File: config.mk
export PLATFORM = sky130hd
export DESIGN_NAME = cache_refill_ctrl
export DESIGN_NICKNAME = d
export VERILOG_FILES = /design/src/rtl/cache_pkg.sv /design/src/rtl/line_beat_shifter.sv /design/src/rtl/cache_refill_ctrl.sv
export SDC_FILE = /design/constraint.sdc
export NUM_CORES = 2
export LEC_CHECK = 0
export CORE_AREA = 2 2 462 464
export CTS_CLUSTER_DIAMETER = 50
export DETAILED_ROUTE_END_ITERATION = 6
export DIE_AREA = 0 0 464 466
export HOLD_SLACK_MARGIN = 0.06
export PLACE_DENSITY_LB_ADDON = 0.08
export SYNTH_ARGS = -nofsm -noshare
export SYNTH_HDL_FRONTEND = slang
export SYNTH_SLANG_ARGS = --single-unit
File: constraint.sdc
create_clock -name clk -period 40.1 [get_ports clk]
set_input_delay 10.025 -clock clk [delete_from_list [all_inputs] [get_ports clk]]
set_output_delay 10.025 -clock clk [all_outputs]
set_load 0.02 [all_outputs]
File: src/rtl/cache_pkg.sv
// cache_pkg: shared types, default geometry and helpers for the cache and its refill controller
package cache_pkg;

    typedef enum logic [2:0] {IDLE, WB, FILL, RESP, CLR} state_t;

    localparam int CACHE_LINE_SIZE_BYTES = 64;
    localparam int CACHE_ADDRESS_WIDTH   = 32;
    localparam int CACHE_BUS_WIDTH       = 32;
    localparam int CACHE_OFFSET_BITS     = 6;

    function automatic int line_bits(input int line_bytes);
        return line_bytes * 8;
    endfunction

    function automatic int beats(input int line_bytes, input int bus_width);
        return (line_bytes * 8) / bus_width;
    endfunction

    function automatic int beat_bytes(input int bus_width);
        return bus_width / 8;
    endfunction

    localparam int CACHE_LINE_SIZE_BITS = line_bits(CACHE_LINE_SIZE_BYTES);
    localparam int CACHE_BEATS          = beats(CACHE_LINE_SIZE_BYTES, CACHE_BUS_WIDTH);
    localparam int CACHE_BEAT_BYTES     = beat_bytes(CACHE_BUS_WIDTH);

    function automatic logic [CACHE_ADDRESS_WIDTH-1:0] line_align(input logic [CACHE_ADDRESS_WIDTH-1:0] addr);
        return {addr[CACHE_ADDRESS_WIDTH-1:CACHE_OFFSET_BITS], {CACHE_OFFSET_BITS{1'b0}}};
    endfunction

endpackage

File: src/rtl/line_beat_shifter.sv
// line_beat_shifter: picks one bus beat out of a victim line and deposits one read beat into a line
//   victim/rd_sel -> wbeat      : write-beat selection
//   line_in/wr_sel/rdata -> line_out : line with beat wr_sel replaced by rdata
module line_beat_shifter #(
    parameter int BUS_WIDTH = 32,
    parameter int BEATS     = 16,
    localparam int IW       = BEATS > 1 ? $clog2(BEATS) : 1,
    localparam int LW       = BUS_WIDTH * BEATS
) (
    input  logic [LW-1:0]        victim,
    input  logic [IW-1:0]        rd_sel,
    output logic [BUS_WIDTH-1:0] wbeat,
    input  logic [LW-1:0]        line_in,
    input  logic [IW-1:0]        wr_sel,
    input  logic [BUS_WIDTH-1:0] rdata,
    output logic [LW-1:0]        line_out
);
    always_comb begin
        wbeat = victim[rd_sel*BUS_WIDTH +: BUS_WIDTH];
        line_out = line_in;
        line_out[wr_sel*BUS_WIDTH +: BUS_WIDTH] = rdata;
    end
endmodule

File: src/rtl/cache_refill_ctrl.sv
// cache_refill_ctrl: services cache misses over the memory bus (dirty write-back, then line fill)
//   i_miss/i_miss_addr, i_evict/i_evict_addr/i_evict_line : miss request from the cache
//   o_memory_line/o_memory_response                      : refilled line + one-cycle valid pulse
//   o_mem_req/o_mem_we/o_mem_addr/o_mem_wdata            : registered bus beat, held until acked
//   i_mem_ack/i_mem_rdata                                : beat accept / read data
module cache_refill_ctrl import cache_pkg::*; #(
    parameter int LINE_SIZE_BYTES = 64,
    parameter int ADDRESS_WIDTH   = 32,
    parameter int BUS_WIDTH       = 32,
    parameter int OFFSET_BITS     = 6,
    localparam int LINE_SIZE_BITS = line_bits(LINE_SIZE_BYTES),
    localparam int BEATS          = beats(LINE_SIZE_BYTES, BUS_WIDTH),
    localparam int BEAT_BYTES     = beat_bytes(BUS_WIDTH)
) (
    input  logic                      clk,
    input  logic                      rst,
    input  logic                      i_miss,
    input  logic [ADDRESS_WIDTH-1:0]  i_miss_addr,
    input  logic                      i_evict,
    input  logic [ADDRESS_WIDTH-1:0]  i_evict_addr,
    input  logic [LINE_SIZE_BITS-1:0] i_evict_line,
    output logic [LINE_SIZE_BITS-1:0] o_memory_line,
    output logic                      o_memory_response,
    output logic                      o_mem_req,
    output logic                      o_mem_we,
    output logic [ADDRESS_WIDTH-1:0]  o_mem_addr,
    output logic [BUS_WIDTH-1:0]      o_mem_wdata,
    input  logic                      i_mem_ack,
    input  logic [BUS_WIDTH-1:0]      i_mem_rdata
);
    localparam int CW = BEATS > 1 ? $clog2(BEATS) : 1;

    state_t                    state;
    logic [CW-1:0]             beat;
    logic [ADDRESS_WIDTH-1:0]  miss_base, evict_base;
    logic [LINE_SIZE_BITS-1:0] victim;
    logic [BUS_WIDTH-1:0]      next_wdata;
    logic [LINE_SIZE_BITS-1:0] line_dep;

    wire [CW-1:0]            next_beat = beat + 1'b1;
    wire                     last      = beat == CW'(BEATS - 1);
    wire                     ack       = o_mem_req & i_mem_ack;
    wire [ADDRESS_WIDTH-1:0] next_off  = ADDRESS_WIDTH'(next_beat) * ADDRESS_WIDTH'(BEAT_BYTES);
    wire [ADDRESS_WIDTH-1:0] miss_al   = {i_miss_addr[ADDRESS_WIDTH-1:OFFSET_BITS], {OFFSET_BITS{1'b0}}};
    wire [ADDRESS_WIDTH-1:0] evict_al  = {i_evict_addr[ADDRESS_WIDTH-1:OFFSET_BITS], {OFFSET_BITS{1'b0}}};

    // Write data is prefetched for the beat after the current one so it is ready to register on ack.
    line_beat_shifter #(.BUS_WIDTH(BUS_WIDTH), .BEATS(BEATS)) u_shift (
        .victim   (victim),
        .rd_sel   (next_beat),
        .wbeat    (next_wdata),
        .line_in  (o_memory_line),
        .wr_sel   (beat),
        .rdata    (i_mem_rdata),
        .line_out (line_dep)
    );

    always_ff @(posedge clk or posedge rst) begin
        if (rst) begin
            state             <= IDLE;
            beat              <= '0;
            miss_base         <= '0;
            evict_base        <= '0;
            victim            <= '0;
            o_memory_line     <= '0;
            o_memory_response <= 1'b0;
            o_mem_req         <= 1'b0;
            o_mem_we          <= 1'b0;
            o_mem_addr        <= '0;
            o_mem_wdata       <= '0;
        end else begin
            case (state)
                IDLE: if (i_miss) begin
                    miss_base <= miss_al;
                    beat      <= '0;
                    o_mem_req <= 1'b1;
                    o_mem_we  <= i_evict;
                    if (i_evict) begin
                        evict_base  <= evict_al;
                        victim      <= i_evict_line;
                        o_mem_addr  <= evict_al;
                        o_mem_wdata <= i_evict_line[BUS_WIDTH-1:0];
                        state       <= WB;
                    end else begin
                        o_mem_addr <= miss_al;
                        state      <= FILL;
                    end
                end
                WB: if (ack) begin
                    if (last) begin
                        // Request stays high: the first fill beat follows immediately.
                        beat       <= '0;
                        o_mem_we   <= 1'b0;
                        o_mem_addr <= miss_base;
                        state      <= FILL;
                    end else begin
                        beat        <= next_beat;
                        o_mem_addr  <= evict_base + next_off;
                        o_mem_wdata <= next_wdata;
                    end
                end
                FILL: if (ack) begin
                    o_memory_line <= line_dep;
                    if (last) begin
                        beat      <= '0;
                        o_mem_req <= 1'b0;
                        state     <= RESP;
                    end else begin
                        beat       <= next_beat;
                        o_mem_addr <= miss_base + next_off;
                    end
                end
                RESP: begin
                    o_memory_response <= 1'b1;
                    state             <= CLR;
                end
                CLR: begin
                    // Hold off until the cache drops its miss so the stale level is not re-serviced.
                    o_memory_response <= 1'b0;
                    if (!i_miss) state <= IDLE;
                end
                default: state <= IDLE;
            endcase
        end
    end
endmodule

Word-level counts from Yosys, hierarchy flattened:

Cells that the tools add are included.

* divide/modulo/power cells: 0
* $mul: 0
* shifts and indexed selects: 3
* $lt $le $gt $ge: 0
* bitwise gates (word level): 1
* eq/ne operators: 15
* reductions and logical operators: 16
* multiplexer cells: 32
* $add $sub $neg: 4

Operator list (number)
* 512-bit bitwise mux: 1
* 32-bit by 34-bit variable shift with 512-bit output (first input constant): 1
* 32-bit by 34-bit indexed part select with 512-bit output: 1
* 512-bit by 10-bit indexed part select with 32-bit output: 1
* 32-bit 2-to-1 mux: 10
* 32-bit case mux with 3 select lines: 1
* 32-bit by 6-bit adder with 32-bit output: 2
* 32-bit case mux with 2 select lines: 1
* 9-bit negation with 34-bit output: 1
* 3-bit 2-to-1 mux: 6
* 2-bit != test (second input constant): 9
* 3-bit case mux with 5 select lines: 1
* 4-bit 2-to-1 mux: 3
* 5-bit AND reduction: 2
* 4-bit case mux with 2 select lines: 1
* 4-bit AND reduction: 2
* 2-bit nonzero test: 4
* 3-bit by 2-bit == test with 1-bit output (second input constant): 2
* 1-bit case mux with 2 select lines: 3
* 3-bit AND reduction: 2
* 6-bit AND reduction: 1
* 4-bit by 1-bit adder with 4-bit output (second input constant): 1
* 4-bit == test (second input constant): 1
* 1-bit 2-to-1 mux: 4
* 9 further kinds: 10

* logic and storage cells: 82
* memories kept: 0
* bits in latches: 0
* bits in writable memories: 0
* bits in read-only memories: 0
* flip-flop bits (word level): 1150

Logic depth before layout (Yosys ltp):

* depth in word-level cells: 5
* gate-level depth with buffers: 13

By module:

A second synthesis with hierarchy kept.

* cells, all modules: 3680
* area, all modules: 56426.6 µm²

Modules (own cells, without submodules)
* cache_refill_ctrl: times used 1, area an instance 46264.4 µm², sequential area each 28727.6 µm², cells each 2702
* line_beat_shifter: times used 1, area an instance 10162.2 µm², sequential area each 0.0 µm², cells each 978

Worst setup path before layout:

No wires, ideal clock.

* kind: input -> register
* start: input port i_evict
* end: register o_mem_addr[12]
* buffers on the path: 2
* arrival: 11.343 ns
* setup slack: 28.623 ns
* stages: 5
* cells stage by stage: clkbuf_1 clkbuf_1 mux2_2 a222oi_1 mux2i_1

* longest elaborated chain between the ends: 3

Ends and longest elaborated chain
* start, declared: line cache_refill_ctrl.sv:19 `input logic i_evict,`
* 32-bit 2-to-1 mux: line cache_refill_ctrl.sv:78 `if (i_evict) begin`
* 32-bit 2-to-1 mux: line cache_refill_ctrl.sv:73 `IDLE: if (i_miss) begin`
* 32-bit case mux with 3 select lines: line cache_refill_ctrl.sv:72 `case (state)`
* end signal, assigned: line cache_refill_ctrl.sv:81 `o_mem_addr <= evict_al;`
* end signal, assigned: line cache_refill_ctrl.sv:85 `o_mem_addr <= miss_al;`
* end signal, assigned: line cache_refill_ctrl.sv:94 `o_mem_addr <= miss_base;`
* end, declared: line cache_refill_ctrl.sv:26 `output logic [ADDRESS_WIDTH-1:0] o_mem_addr,`

Every way passes these cells. The select of a mux whose other input is x is not followed.
A chain may end at the register's enable or synchronous reset.

Final worst setup path:

* start: input port i_miss
* end: register victim[11]

* longest elaborated chain between the ends: 1

Ends and longest elaborated chain
* start, declared: line cache_refill_ctrl.sv:17 `input logic i_miss,`
* 3-bit AND reduction (no source line)
* end signal, assigned: line cache_refill_ctrl.sv:80 `victim <= i_evict_line;`
* end, declared: line cache_refill_ctrl.sv:36 `logic [LINE_SIZE_BITS-1:0] victim;`

Every way passes these cells.

==> impl_metrics.json <==
{
  "cp-end-kind": "register",
  "netlist_area_um2": 49310,
  "layout_commonest_cell": "nand2_1",
  "synth-main-ff-cell": "dfrtp_1",
  "die_h_um": 466,
  "vias_per_cell": 4.452,
  "gr-total-overflow": 0,
  "htreeDepth": 4,
  "gp_congestion": 0.8065,
  "die_w_um": 464,
  "vdd_drop_max_mv": 0.04461,
  "period_needed_ns": 14.97,
  "crit_buf_inv": 7,
  "clockRootBuffer": "clkbuf_16",
  "grt_usage": 0.2122,
  "p_per_area_nw_per_um2": 69.31,
  "die-area_um2": 216200,
  "dpl.hpwl_mm": 166.4,
  "hold_ws_ns": 0.4655,
  "synth-edff-count": 0,
  "area_growth_pct": 42.47,
  "dr_total_vias": 40740,
  "cap_violations": 0,
  "rows": 169,
  "routed_wirelength_mm": 233.6,
  "setup_viol": 0,
  "ant_nets": 0,
  "final_cell_mix": "nand2_1 (2438), clkdlybuf4s50_1 (1170), dfrtp_1 (1147)",
  "worstPathCellList": "clkdlybuf4s50_1 -> nor4b_2 -> buf_4 -> nand2_4 -> buf_4 -> buf_4 -> buf_4 -> buf_4 -> buf_4 -> nand2_1 -> nand2_1",
  "path_class": "in2reg",
  "layout-drive-gt1-share": 0.1137,
  "worst_clock_skew_ns": 0.05415,
  "synthCells": 5098,
  "hold_class": "reg2reg",
  "drt_iter0_drc": 2693,
  "syn_avg_cell_area_um2": 9.672,
  "yosysTopAreaCellShare": 0.5826,
  "clk_pin_slew_ns": 0.05,
  "start_util": 0.2334,
  "numCtsBuffers": 176,
  "pin_count": 1192,
  "clockBufferDepth": 3,
  "insertion_delay_ns": 0.84,
  "tritoncts": "done",
  "maxSlewViolCount": 0,
  "drt_first_pass_iters": 7,
  "critPathTopFamily": "buffers and inverters",
  "status": "finished clean",
  "wl_per_cell_um": 25.52,
  "max_stage_delay_ns": 0.88,
  "grt_pass1_vias": 41920,
  "timing.fmax_mhz": 66.78,
  "grt_max_degree": 218,
  "yosysSeqAreaShare": 0.5826,
  "clkSinkCount": 1148,
  "drcViolationCount": 0,
  "synth_largest_area_cell": "dfrtp_1",
  "numPortBuffers": 1177,
  "arrival_ns": 15.72,
  "ys_ff_latch": 1148,
  "cp-start-kind": "input pin",
  "grt_pass1_wl_mm": 329.1,
  "fin_setup_tns_ns": 0,
  "hold_viol_final": 0,
  "cts_hold_buf": 0,
  "tightest_slew_ns": 1.235,
  "rsz0062_at_grt": "false",
  "crit_path_max_fanout": 92,
  "crit_top_cell": "buf_4",
  "ys_warn_count": 0,
  "crit_required_ns": 40.84,
  "synthArstFlopShare": 1.000,
  "fin_crit_sh": 0.3734,
  "core_um2": 211200,
  "synth_area_leaders": "dfrtp_1 (58%), nand2_1 (19%), mux4_2 (5.8%), o21ai_0 (3.7%), mux2_2 (3.2%)",
  "post_cts_buffers": 0,
  "antenna_found_initial": 111,
  "worst_path_max_delay_cell": "buf_4",
  "total_leakage_power_nw": 30.78,
  "final_nets": 6772,
  "relSlewSlack": 0.1748,
  "synth.distinct_cells": 58,
  "cts_resized": 0
}
-- sequential cells by signal, indices dropped and copies added, names as in the netlist --
| signal | flops |
|---|---|
| beat | 4 |
| evict_base | 26 |
| miss_base | 26 |
| o_mem_addr | 30 |
| o_mem_req | 1 |
| o_mem_wdata | 32 |
| o_mem_we | 1 |
| o_memory_line | 512 |
| o_memory_response | 1 |
| state | 3 |
| victim | 512 |
-- cells in the mapped netlist, drive strengths merged, types with 2 or more instances --
| library cell | number |
|---|---|
| xnor2 | 2 |
| ha | 3 |
| a211oi | 8 |
| xor2 | 2 |
| mux2 | 140 |
| a21oi | 44 |
| nor2b | 10 |
| nand4 | 14 |
| a21o | 4 |
| mux4 | 128 |
| nand2b | 5 |
| nand3 | 37 |
| and3 | 4 |
| nand2 | 2442 |
| dfrtp | 1148 |
| o31ai | 138 |
| mux2i | 24 |
| o22a | 2 |
| o21ai | 384 |
| a222oi | 49 |
| inv | 27 |
| and2 | 5 |
| clkbuf | 241 |
| nor2 | 59 |
| nor3 | 3 |
| a32oi | 7 |
| buf | 145 |
| and3b | 2 |
| nor3b | 2 |
-- tightest hold or removal path, cell delays in order (launching register included) --
cell and delay (ns):
dfrtp_1 0.33, nand2_1 0.05, nand2_1 0.05
-- worst paths after layout --
| check | to | startpoint | slack, ns | cells past startpoint |
|---|---|---|---|---|
| max in group asynchronous | o_memory_line[312] | rst | 26.30 | 7 |
| min reg2reg | victim[390] | victim[390] | 0.47 | 2 |
| min in group asynchronous | o_memory_line[425] | rst | 9.52 | 2 |
| max | victim[11] | i_miss | 25.13 | 11 |
| max reg2reg | victim[11] | state[0] | 34.36 | 10 |
| min | victim[390] | victim[390] | 0.47 | 2 |
-- layer usage --
layer,part of all wire,vias up,global-route usage
li1,-,19000,-
met1,0.38,19960,0.2349
met2,0.51,1239,0.3798
met3,0.084,414,0.07927
met4,0.023,130,0.05557
met5,0.0035,-,0
-- cell type report --
cell class                      instances  area, um2
Tap cell                             2821       3530
Multi-Input combinational cell       3538      18970
Clock inverter                        109       1635
Timing Repair Buffer                 1265      12440
Clock buffer                          218       4773
Sequential cell                      1148      28730
Inverter                               27      105.1
Fill cell                           21930     141000
Antenna cell                           25      62.56
-- cell families after synthesis --
logic type / count (synthesis) / synth area share
AO/OA/AOI/OAI: 648 / 0.08001
XOR/XNOR: 4 / 0.0007106
adder cells (fa/ha/maj): 3 / 0.0007613
buffers and inverters: 413 / 0.03684
flip-flops: 1148 / 0.5826
multiplexers: 292 / 0.09531
other: 1 / 0.00007605
AND/OR/NAND/NOR: 2589 / 0.2037
-- power breakdown --
part           internal [mW]  switching (mW)  total [mW]  leakage [nW]
combinational          0.615           0.930        1.55          12.6
clock                   1.06           0.621        1.68          3.10
sequential              1.46           0.179        1.64          15.1
total                   3.14            1.73        4.87          30.8
-- per-stage QoR --
step                        util  setup slack [ns]  cells  total power, mW  area (um2)
after global routing      0.3323             24.71   9132            5.155       70200
after detailed placement  0.3019             24.26   8799            3.275       63780
after CTS                 0.3323             25.16   9126            4.992       70190
after global placement    0.3019             24.23   8799            3.258       63780
final                     0.3326             25.13   9151            4.869       70250
after floorplan                -             14.23   5099            2.588       49320
Note: power is estimated with default switching activity, not from simulation.
